`src/rtl/sm4_pkg.sv`:
```
// Shared SM4 definitions used by the key schedule and the round datapath:
// system parameter FK, constant-key generator CK, rotation helper, FSM states.
package sm4_pkg;

  // System parameter FK0..FK3, XORed into the master key words on load
  localparam logic [31:0] FK [0:3] = '{
    32'hA3B1BAC6, 32'h56AA3350, 32'h677D9197, 32'hB27022DC
  };

  // Key-schedule controller states
  typedef enum logic [1:0] {
    IDLE = 2'd0,
    RUN  = 2'd1,
    DONE = 2'd2
  } state_t;

  // 32-bit circular left rotation, n in 1..31
  function automatic logic [31:0] rotl32(input logic [31:0] x, input int unsigned n);
    return (x << n) | (x >> (32 - n));
  endfunction

  // Round constant CK_i: byte j (byte 0 = MSB) is ((4i+j)*7) mod 256
  function automatic logic [31:0] ck(input logic [4:0] i);
    logic [31:0] w;
    w = '0;
    for (int j = 0; j < 4; j++) begin
      w[31-8*j -: 8] = 8'((int'(i) * 4 + j) * 7);
    end
    return w;
  endfunction

endpackage

```
`src/rtl/sbox_32b.sv`:
```
// SM4 non-linear substitution: four parallel 8-bit S-box lookups on a word.
module sbox_32b (
  input  logic [31:0] X_i,
  output logic [31:0] Y_o
);

  localparam logic [0:255][7:0] SBOX = {
    8'hd6, 8'h90, 8'he9, 8'hfe, 8'hcc, 8'he1, 8'h3d, 8'hb7, 8'h16, 8'hb6, 8'h14, 8'hc2, 8'h28, 8'hfb, 8'h2c, 8'h05,
    8'h2b, 8'h67, 8'h9a, 8'h76, 8'h2a, 8'hbe, 8'h04, 8'hc3, 8'haa, 8'h44, 8'h13, 8'h26, 8'h49, 8'h86, 8'h06, 8'h99,
    8'h9c, 8'h42, 8'h50, 8'hf4, 8'h91, 8'hef, 8'h98, 8'h7a, 8'h33, 8'h54, 8'h0b, 8'h43, 8'hed, 8'hcf, 8'hac, 8'h62,
    8'he4, 8'hb3, 8'h1c, 8'ha9, 8'hc9, 8'h08, 8'he8, 8'h95, 8'h80, 8'hdf, 8'h94, 8'hfa, 8'h75, 8'h8f, 8'h3f, 8'ha6,
    8'h47, 8'h07, 8'ha7, 8'hfc, 8'hf3, 8'h73, 8'h17, 8'hba, 8'h83, 8'h59, 8'h3c, 8'h19, 8'he6, 8'h85, 8'h4f, 8'ha8,
    8'h68, 8'h6b, 8'h81, 8'hb2, 8'h71, 8'h64, 8'hda, 8'h8b, 8'hf8, 8'heb, 8'h0f, 8'h4b, 8'h70, 8'h56, 8'h9d, 8'h35,
    8'h1e, 8'h24, 8'h0e, 8'h5e, 8'h63, 8'h58, 8'hd1, 8'ha2, 8'h25, 8'h22, 8'h7c, 8'h3b, 8'h01, 8'h21, 8'h78, 8'h87,
    8'hd4, 8'h00, 8'h46, 8'h57, 8'h9f, 8'hd3, 8'h27, 8'h52, 8'h4c, 8'h36, 8'h02, 8'he7, 8'ha0, 8'hc4, 8'hc8, 8'h9e,
    8'hea, 8'hbf, 8'h8a, 8'hd2, 8'h40, 8'hc7, 8'h38, 8'hb5, 8'ha3, 8'hf7, 8'hf2, 8'hce, 8'hf9, 8'h61, 8'h15, 8'ha1,
    8'he0, 8'hae, 8'h5d, 8'ha4, 8'h9b, 8'h34, 8'h1a, 8'h55, 8'had, 8'h93, 8'h32, 8'h30, 8'hf5, 8'h8c, 8'hb1, 8'he3,
    8'h1d, 8'hf6, 8'he2, 8'h2e, 8'h82, 8'h66, 8'hca, 8'h60, 8'hc0, 8'h29, 8'h23, 8'hab, 8'h0d, 8'h53, 8'h4e, 8'h6f,
    8'hd5, 8'hdb, 8'h37, 8'h45, 8'hde, 8'hfd, 8'h8e, 8'h2f, 8'h03, 8'hff, 8'h6a, 8'h72, 8'h6d, 8'h6c, 8'h5b, 8'h51,
    8'h8d, 8'h1b, 8'haf, 8'h92, 8'hbb, 8'hdd, 8'hbc, 8'h7f, 8'h11, 8'hd9, 8'h5c, 8'h41, 8'h1f, 8'h10, 8'h5a, 8'hd8,
    8'h0a, 8'hc1, 8'h31, 8'h88, 8'ha5, 8'hcd, 8'h7b, 8'hbd, 8'h2d, 8'h74, 8'hd0, 8'h12, 8'hb8, 8'he5, 8'hb4, 8'hb0,
    8'h89, 8'h69, 8'h97, 8'h4a, 8'h0c, 8'h96, 8'h77, 8'h7e, 8'h65, 8'hb9, 8'hf1, 8'h09, 8'hc5, 8'h6e, 8'hc6, 8'h84,
    8'h18, 8'hf0, 8'h7d, 8'hec, 8'h3a, 8'hdc, 8'h4d, 8'h20, 8'h79, 8'hee, 8'h5f, 8'h3e, 8'hd7, 8'hcb, 8'h39, 8'h48
  };

  for (genvar gi = 0; gi < 4; gi++) begin : g_byte
    assign Y_o[8*gi +: 8] = SBOX[X_i[8*gi +: 8]];
  end

endmodule

```
`src/rtl/sm4_keyexp.sv`:
```
// Iterative SM4 key schedule: one round key per clock, streamed out and kept
// in a 32-entry register bank with a combinational read port.
module sm4_keyexp
  import sm4_pkg::*;
#(
  parameter int NROUND  = 32,
  parameter bit DEC_ORD = 1'b0
) (
  input  logic         CLK_i,
  input  logic         RST_i,
  input  logic [127:0] KEY_i,
  input  logic         KEY_VALID_i,
  output logic         KEY_READY_o,
  output logic [31:0]  RK_o,
  output logic         RK_VALID_o,
  output logic [4:0]   RK_IDX_o,
  output logic         DONE_o,
  output logic         BANK_VALID_o,
  input  logic [4:0]   RD_IDX_i,
  output logic [31:0]  RD_RK_o
);

  localparam logic [4:0] LAST = 5'(NROUND - 1);

  state_t      state_reg;
  logic [4:0]  cnt_reg;
  logic [31:0] k_reg [0:3];
  logic        key_ready_reg;
  logic [31:0] rk_reg;
  logic        rk_valid_reg;
  logic [4:0]  rk_idx_reg;
  logic        done_reg;
  logic        bank_valid_reg;
  logic [31:0] bank [0:NROUND-1];

  logic        accept;
  logic [31:0] sbox_in;
  logic [31:0] sbox_out;
  logic [31:0] lin;
  logic [31:0] rk_next;
  logic [4:0]  rd_sel;

  assign accept = KEY_VALID_i & key_ready_reg;

  // Round function on the current key window {K0..K3}
  assign sbox_in = k_reg[1] ^ k_reg[2] ^ k_reg[3] ^ ck(cnt_reg);

  sbox_32b u_sbox (
    .X_i (sbox_in),
    .Y_o (sbox_out)
  );

  assign lin     = sbox_out ^ rotl32(sbox_out, 13) ^ rotl32(sbox_out, 23);
  assign rk_next = k_reg[0] ^ lin;

  // Controller, key window and streaming outputs
  always_ff @(posedge CLK_i or posedge RST_i) begin
    if (RST_i) begin
      state_reg      <= IDLE;
      cnt_reg        <= '0;
      k_reg[0]       <= '0;
      k_reg[1]       <= '0;
      k_reg[2]       <= '0;
      k_reg[3]       <= '0;
      key_ready_reg  <= 1'b1;
      rk_reg         <= '0;
      rk_valid_reg   <= 1'b0;
      rk_idx_reg     <= '0;
      done_reg       <= 1'b0;
      bank_valid_reg <= 1'b0;
    end else begin
      case (state_reg)
        RUN: begin
          k_reg[0]     <= k_reg[1];
          k_reg[1]     <= k_reg[2];
          k_reg[2]     <= k_reg[3];
          k_reg[3]     <= rk_next;
          rk_reg       <= rk_next;
          rk_idx_reg   <= cnt_reg;
          rk_valid_reg <= 1'b1;
          if (cnt_reg == LAST) begin
            // Ready stays low through the DONE_o cycle; it rises one edge later
            state_reg      <= DONE;
            done_reg       <= 1'b1;
            bank_valid_reg <= 1'b1;
          end else begin
            cnt_reg <= cnt_reg + 5'd1;
          end
        end
        default: begin
          // IDLE and DONE: RK_o/RK_IDX_o hold, only the strobes drop
          rk_valid_reg <= 1'b0;
          done_reg     <= 1'b0;
          if (accept) begin
            k_reg[0]       <= KEY_i[127:96] ^ FK[0];
            k_reg[1]       <= KEY_i[95:64]  ^ FK[1];
            k_reg[2]       <= KEY_i[63:32]  ^ FK[2];
            k_reg[3]       <= KEY_i[31:0]   ^ FK[3];
            cnt_reg        <= '0;
            bank_valid_reg <= 1'b0;
            key_ready_reg  <= 1'b0;
            state_reg      <= RUN;
          end else begin
            key_ready_reg <= 1'b1;
          end
        end
      endcase
    end
  end

  // Round-key bank write; contents are not reset, BANK_VALID_o qualifies them
  always_ff @(posedge CLK_i) begin
    if (state_reg == RUN) begin
      bank[cnt_reg] <= rk_next;
    end
  end

  // Decrypt order simply reverses the index (31 - idx == ~idx on 5 bits)
  assign rd_sel  = DEC_ORD ? ~RD_IDX_i : RD_IDX_i;
  assign RD_RK_o = bank[rd_sel];

  assign KEY_READY_o  = key_ready_reg;
  assign RK_o         = rk_reg;
  assign RK_VALID_o   = rk_valid_reg;
  assign RK_IDX_o     = rk_idx_reg;
  assign DONE_o       = done_reg;
  assign BANK_VALID_o = bank_valid_reg;

endmodule

```
`config.mk`:
```
export PLATFORM = sky130hd
export DESIGN_NAME = sm4_keyexp
export DESIGN_NICKNAME = d
export VERILOG_FILES = /design/src/rtl/sm4_pkg.sv /design/src/rtl/sbox_32b.sv /design/src/rtl/sm4_keyexp.sv
export SDC_FILE = /design/constraint.sdc
export NUM_CORES = 2
export LEC_CHECK = 0
export BUFFER_PORTS_ARGS = -buffer_cell sky130_fd_sc_hd__buf_2
export CAP_MARGIN = 20
export CORE_MARGIN = 1.5
export CORE_UTILIZATION = 25
export CTS_BUF_LIST = sky130_fd_sc_hd__clkbuf_8
export DETAILED_ROUTE_END_ITERATION = 10
export GPL_TIMING_DRIVEN = 0
export HOLD_SLACK_MARGIN = 0.08
export PLACE_DENSITY = 0.36
export SETUP_SLACK_MARGIN = 0.15
export SYNTH_ARGS = -nofsm -noshare
export SYNTH_HDL_FRONTEND = slang
export SYNTH_SLANG_ARGS = --single-unit
```
`constraint.sdc`:
```
create_clock -name CLK_i -period 5.14 [get_ports CLK_i]
set_input_delay 0.257 -clock CLK_i [delete_from_list [all_inputs] [get_ports CLK_i]]
set_output_delay 0.257 -clock CLK_i [all_outputs]
set_load 0.005 [all_outputs]
```
==> impl_metrics.sql <==
INSERT INTO impl_metrics (metric_group, metric, value, unit) VALUES
('run_status', 'outcome', 'complete, but fails checks', ''),
('run_status', 'violations', 'setup timing', ''),
('layout', 'final_nets', '5923', ''),
('place', 'port_buffers', '203', ''),
('synthesis', 'async_reset_ff_frac', '0.146', ''),
('floorplanning', 'die_width', '501', 'um'),
('synthesis', 'synth_cell_types', '110', ''),
('drt', 'drt_drc_violations_left', '0', ''),
('worst_setup_path', 'worst_path_max_delay_cell', 'fa_2', ''),
('place', 'routabilityCongestion', '1.00', ''),
('place', 'place_worst_setup_slack', '-3.20', 'ns'),
('sta', 'setup-violations-final', '39', ''),
('place', 'place_hpwl', '241000', 'um'),
('worst_setup_path', 'path_common_cell', 'buf_12', ''),
('cts', 'numClockSinks', '1199', ''),
('floorplanning', 'height_of_the_die', '501', 'um'),
('worst_setup_path', 'kind_of_critical_path', 'reg2reg', ''),
('worst_setup_path', 'critical_path.max_stage_delay', '0.54', 'ns'),
('layout', 'post_route_cells_drive_above_1_share', '0.320', ''),
('synthesis', 'synthTopCellsByCount', 'edfxtp_1 (1024), nand2_1 (474), nor2_1 (385)', ''),
('layout', 'largest_reg_flops', '1024', ''),
('sta', 'final_min_period_over_clock_period', '1.01', ''),
('drt', 'via_per_inst', '5.62', ''),
('drt', 'route.final.wire_length', '337000', 'um'),
('layout', 'final_cell_count_no_fill', '9218', ''),
('cts', 'tritoncts.num_buffers', '208', ''),
('sta', 'timing.slew.headroom', '0.185', ''),
('worst_setup_path', 'cp.required', '5.81', 'ns'),
('sta', 'final_worst_clock_skew', '0.0671', 'ns'),
('drt', 'drt_pass1_iterations', '6', ''),
('synthesis', 'synthesis.area', '62100', 'um^2'),
('worst_setup_path', 'timing.rr.start', 'cnt_reg[0]', ''),
('floorplanning', 'initial_core_util', '0.252', ''),
('cts', 'clkLatencyLatePin', '0.95', 'ns'),
('synthesis', 'synth.yosys.seq_area_share', '0.566', ''),
('sta', 'maxSlewViolCount', '0', ''),
('cts', 'root_buf_cell', 'clkbuf_8', ''),
('drt', 'via_count', '51805', ''),
('worst_setup_path', 'rrSetupSlack', '-0.06', 'ns'),
('floorplanning', 'ioPinCount', '209', ''),
('worst_setup_path', 'critical_path_fanout_max', '16', ''),
('synthesis', 'yosysWarnings', '0', ''),
('cts', 'clock_tree.htree_level_count', '4', ''),
('worst_setup_path', 'sort_of_element_at_the_end_of_the_critical_path', 'flop', ''),
('synthesis', 'yosys_most_used_dff', 'edfxtp_1', ''),
('cts', 'clock_path_buffers', '3', ''),
('worst_setup_path', 'startpoint_type', 'flop', ''),
('synthesis', 'post_synth.cell_area_avg', '13.0', 'um^2'),
('place', 'number_of_placed_instances_with_taps_included', '8424', ''),
('synthesis', 'synth-edff-count', '1024', ''),
('run', 'timing.max_cap.violations', '0', ''),
('layout', 'filler_cell_count', '24792', ''),
('global_route', 'first_global_vias', '51438', ''),
('worst_setup_path', 'worst_r2r_path_depth', '18', ''),
('sta', 'fin_crit', '5.20', 'ns'),
('global_route', 'grt_pass1_wl', '453000', 'um'),
('cts', 'cts.clk_slew.worst_paths', '0.06', 'ns'),
('synthesis', 'number_of_flip_flops_and_latches_in_the_synthesized_netlist', '1199', ''),
('synthesis', 'synth_top_area_frac', '0.495', ''),
('synthesis', 'syn_nets', '4987', ''),
('sta', 'worst_pin_slew', '1.21', 'ns'),
('synthesis', 'synthCells', '4795', ''),
('drt', 'drtIter0Drc', '6021', ''),
('cts', 'tritoncts_clock_tree', 'done', ''),
('global_route', 'grt_util_overall', '0.262', ''),
('hold_path', 'timing.hold.worst.class', 'in2reg', ''),
('sta', 'finalWorstSetupSlack', '-0.0629', 'ns'),
('worst_setup_path', 'crit_start', 'cnt_reg[0]', ''),
('synthesis', 'top_post_synthesis_cells_by_area', 'edfxtp_1 (50%), mux4_2 (12%), dfrtp_1 (7.0%), nand2_1 (2.9%), nor2_1 (2.3%)', ''),
('floorplanning', 'floorplan.rows', '182', ''),
('sta', 'hold_viol_final', '0', '');
## what timing repair did
action                                 4_1_cts  5_1_grt
buffers inserted                           177       49
pin swaps                                   89       76
hold buffers                               144        0
setup endpoints to repair                 1088     1072
gates cloned                                33        5
resized for setup                          688      303
endpoints found under the hold margin      274        0
## worst max-delay path, delay by kind of cell (launching register included)
kind            cells  cell delay (ns)
fa+ha+maj           2             0.88
xor+xnor            4             0.87
compound gates      4             0.92
simple gates        1             0.52
flops               1             0.47
buf+inv             7             1.23
## worst min-delay path by stage
stage               startpoint         end  cells past startpoint
finish               KEY_i[83]   k_reg[83]                      5
global placement      RK_o[28]    RK_o[28]                      2
detailed placement       RST_i  RK_VALID_o                      2
CTS                  KEY_i[81]   k_reg[81]                      5
floorplan            KEY_i[35]   k_reg[35]                      2
global route        KEY_i[122]  k_reg[122]                      4
## area by class of cell
type,count,area [um^2],share of cell area
diodes,14,35.0,0.000430
plain buffers,426,2720,0.0334
clock buffers,211,2900,0.0357
clock inverters,160,930,0.0114
inverters,58,337,0.00414
multi-input cells,3112,27700,0.340
flip-flops and latches,1199,35100,0.432
well taps,3312,4140,0.0509
repair buffers,697,7270,0.0893
repair inverters,29,218,0.00267
## placed cells by master, fill, tap and decap left out, types with 63 or more instances in the layout
cell / synthesis / final
a21oi_1: 287 / 269
a31oi_1: 91 / 88
buf_12: 0 / 111
buf_2: 72 / 260
buf_4: 19 / 203
clkbuf_1: 268 / 127
clkbuf_8: 0 / 229
clkinvlp_4: 0 / 63
dfrtp_1: 174 / 167
dlygate4sd3_1: 0 / 144
edfxtp_1: 1024 / 1024
inv_1: 54 / 84
mux4_2: 326 / 326
nand2_1: 474 / 450
nand3_1: 82 / 80
nor2_1: 385 / 323
nor3_1: 118 / 107
o211ai_1: 72 / 72
o21ai_0: 260 / 243
## cells by family after synthesis
kind of cell / after synthesis / share of synthesized area
and+or+nand+nor: 1203 / 0.0845
muxes: 401 / 0.131
AOI/OAI and AO/OA: 1258 / 0.137
buffers and inverters: 486 / 0.0325
DFF: 1199 / 0.566
xor gates and xnor gates: 190 / 0.0368
adders and majority gates: 58 / 0.0123
## metrics by stage
step                      instance area [um^2]  setup TNS [ns]
final                                    81400           -1.75
after detailed placement                 69600        -2771.08
after global placement                   67300        -5307.01
after global routing                     81400          -0.932
after CTS                                79700               0
after floorplan                          62100               0
## metal layers
layer,up-vias,global-route usage,part of all wire
li1,20859,-,-
met1,27195,0.345,0.42
met2,2891,0.413,0.45
met3,860,0.0407,0.066
met4,0,0.139,0.067
met5,-,0,0
Power is left out: the tool's default activity adds up to more than one toggle a clock period on the data nets, which glitch-free logic cannot reach.
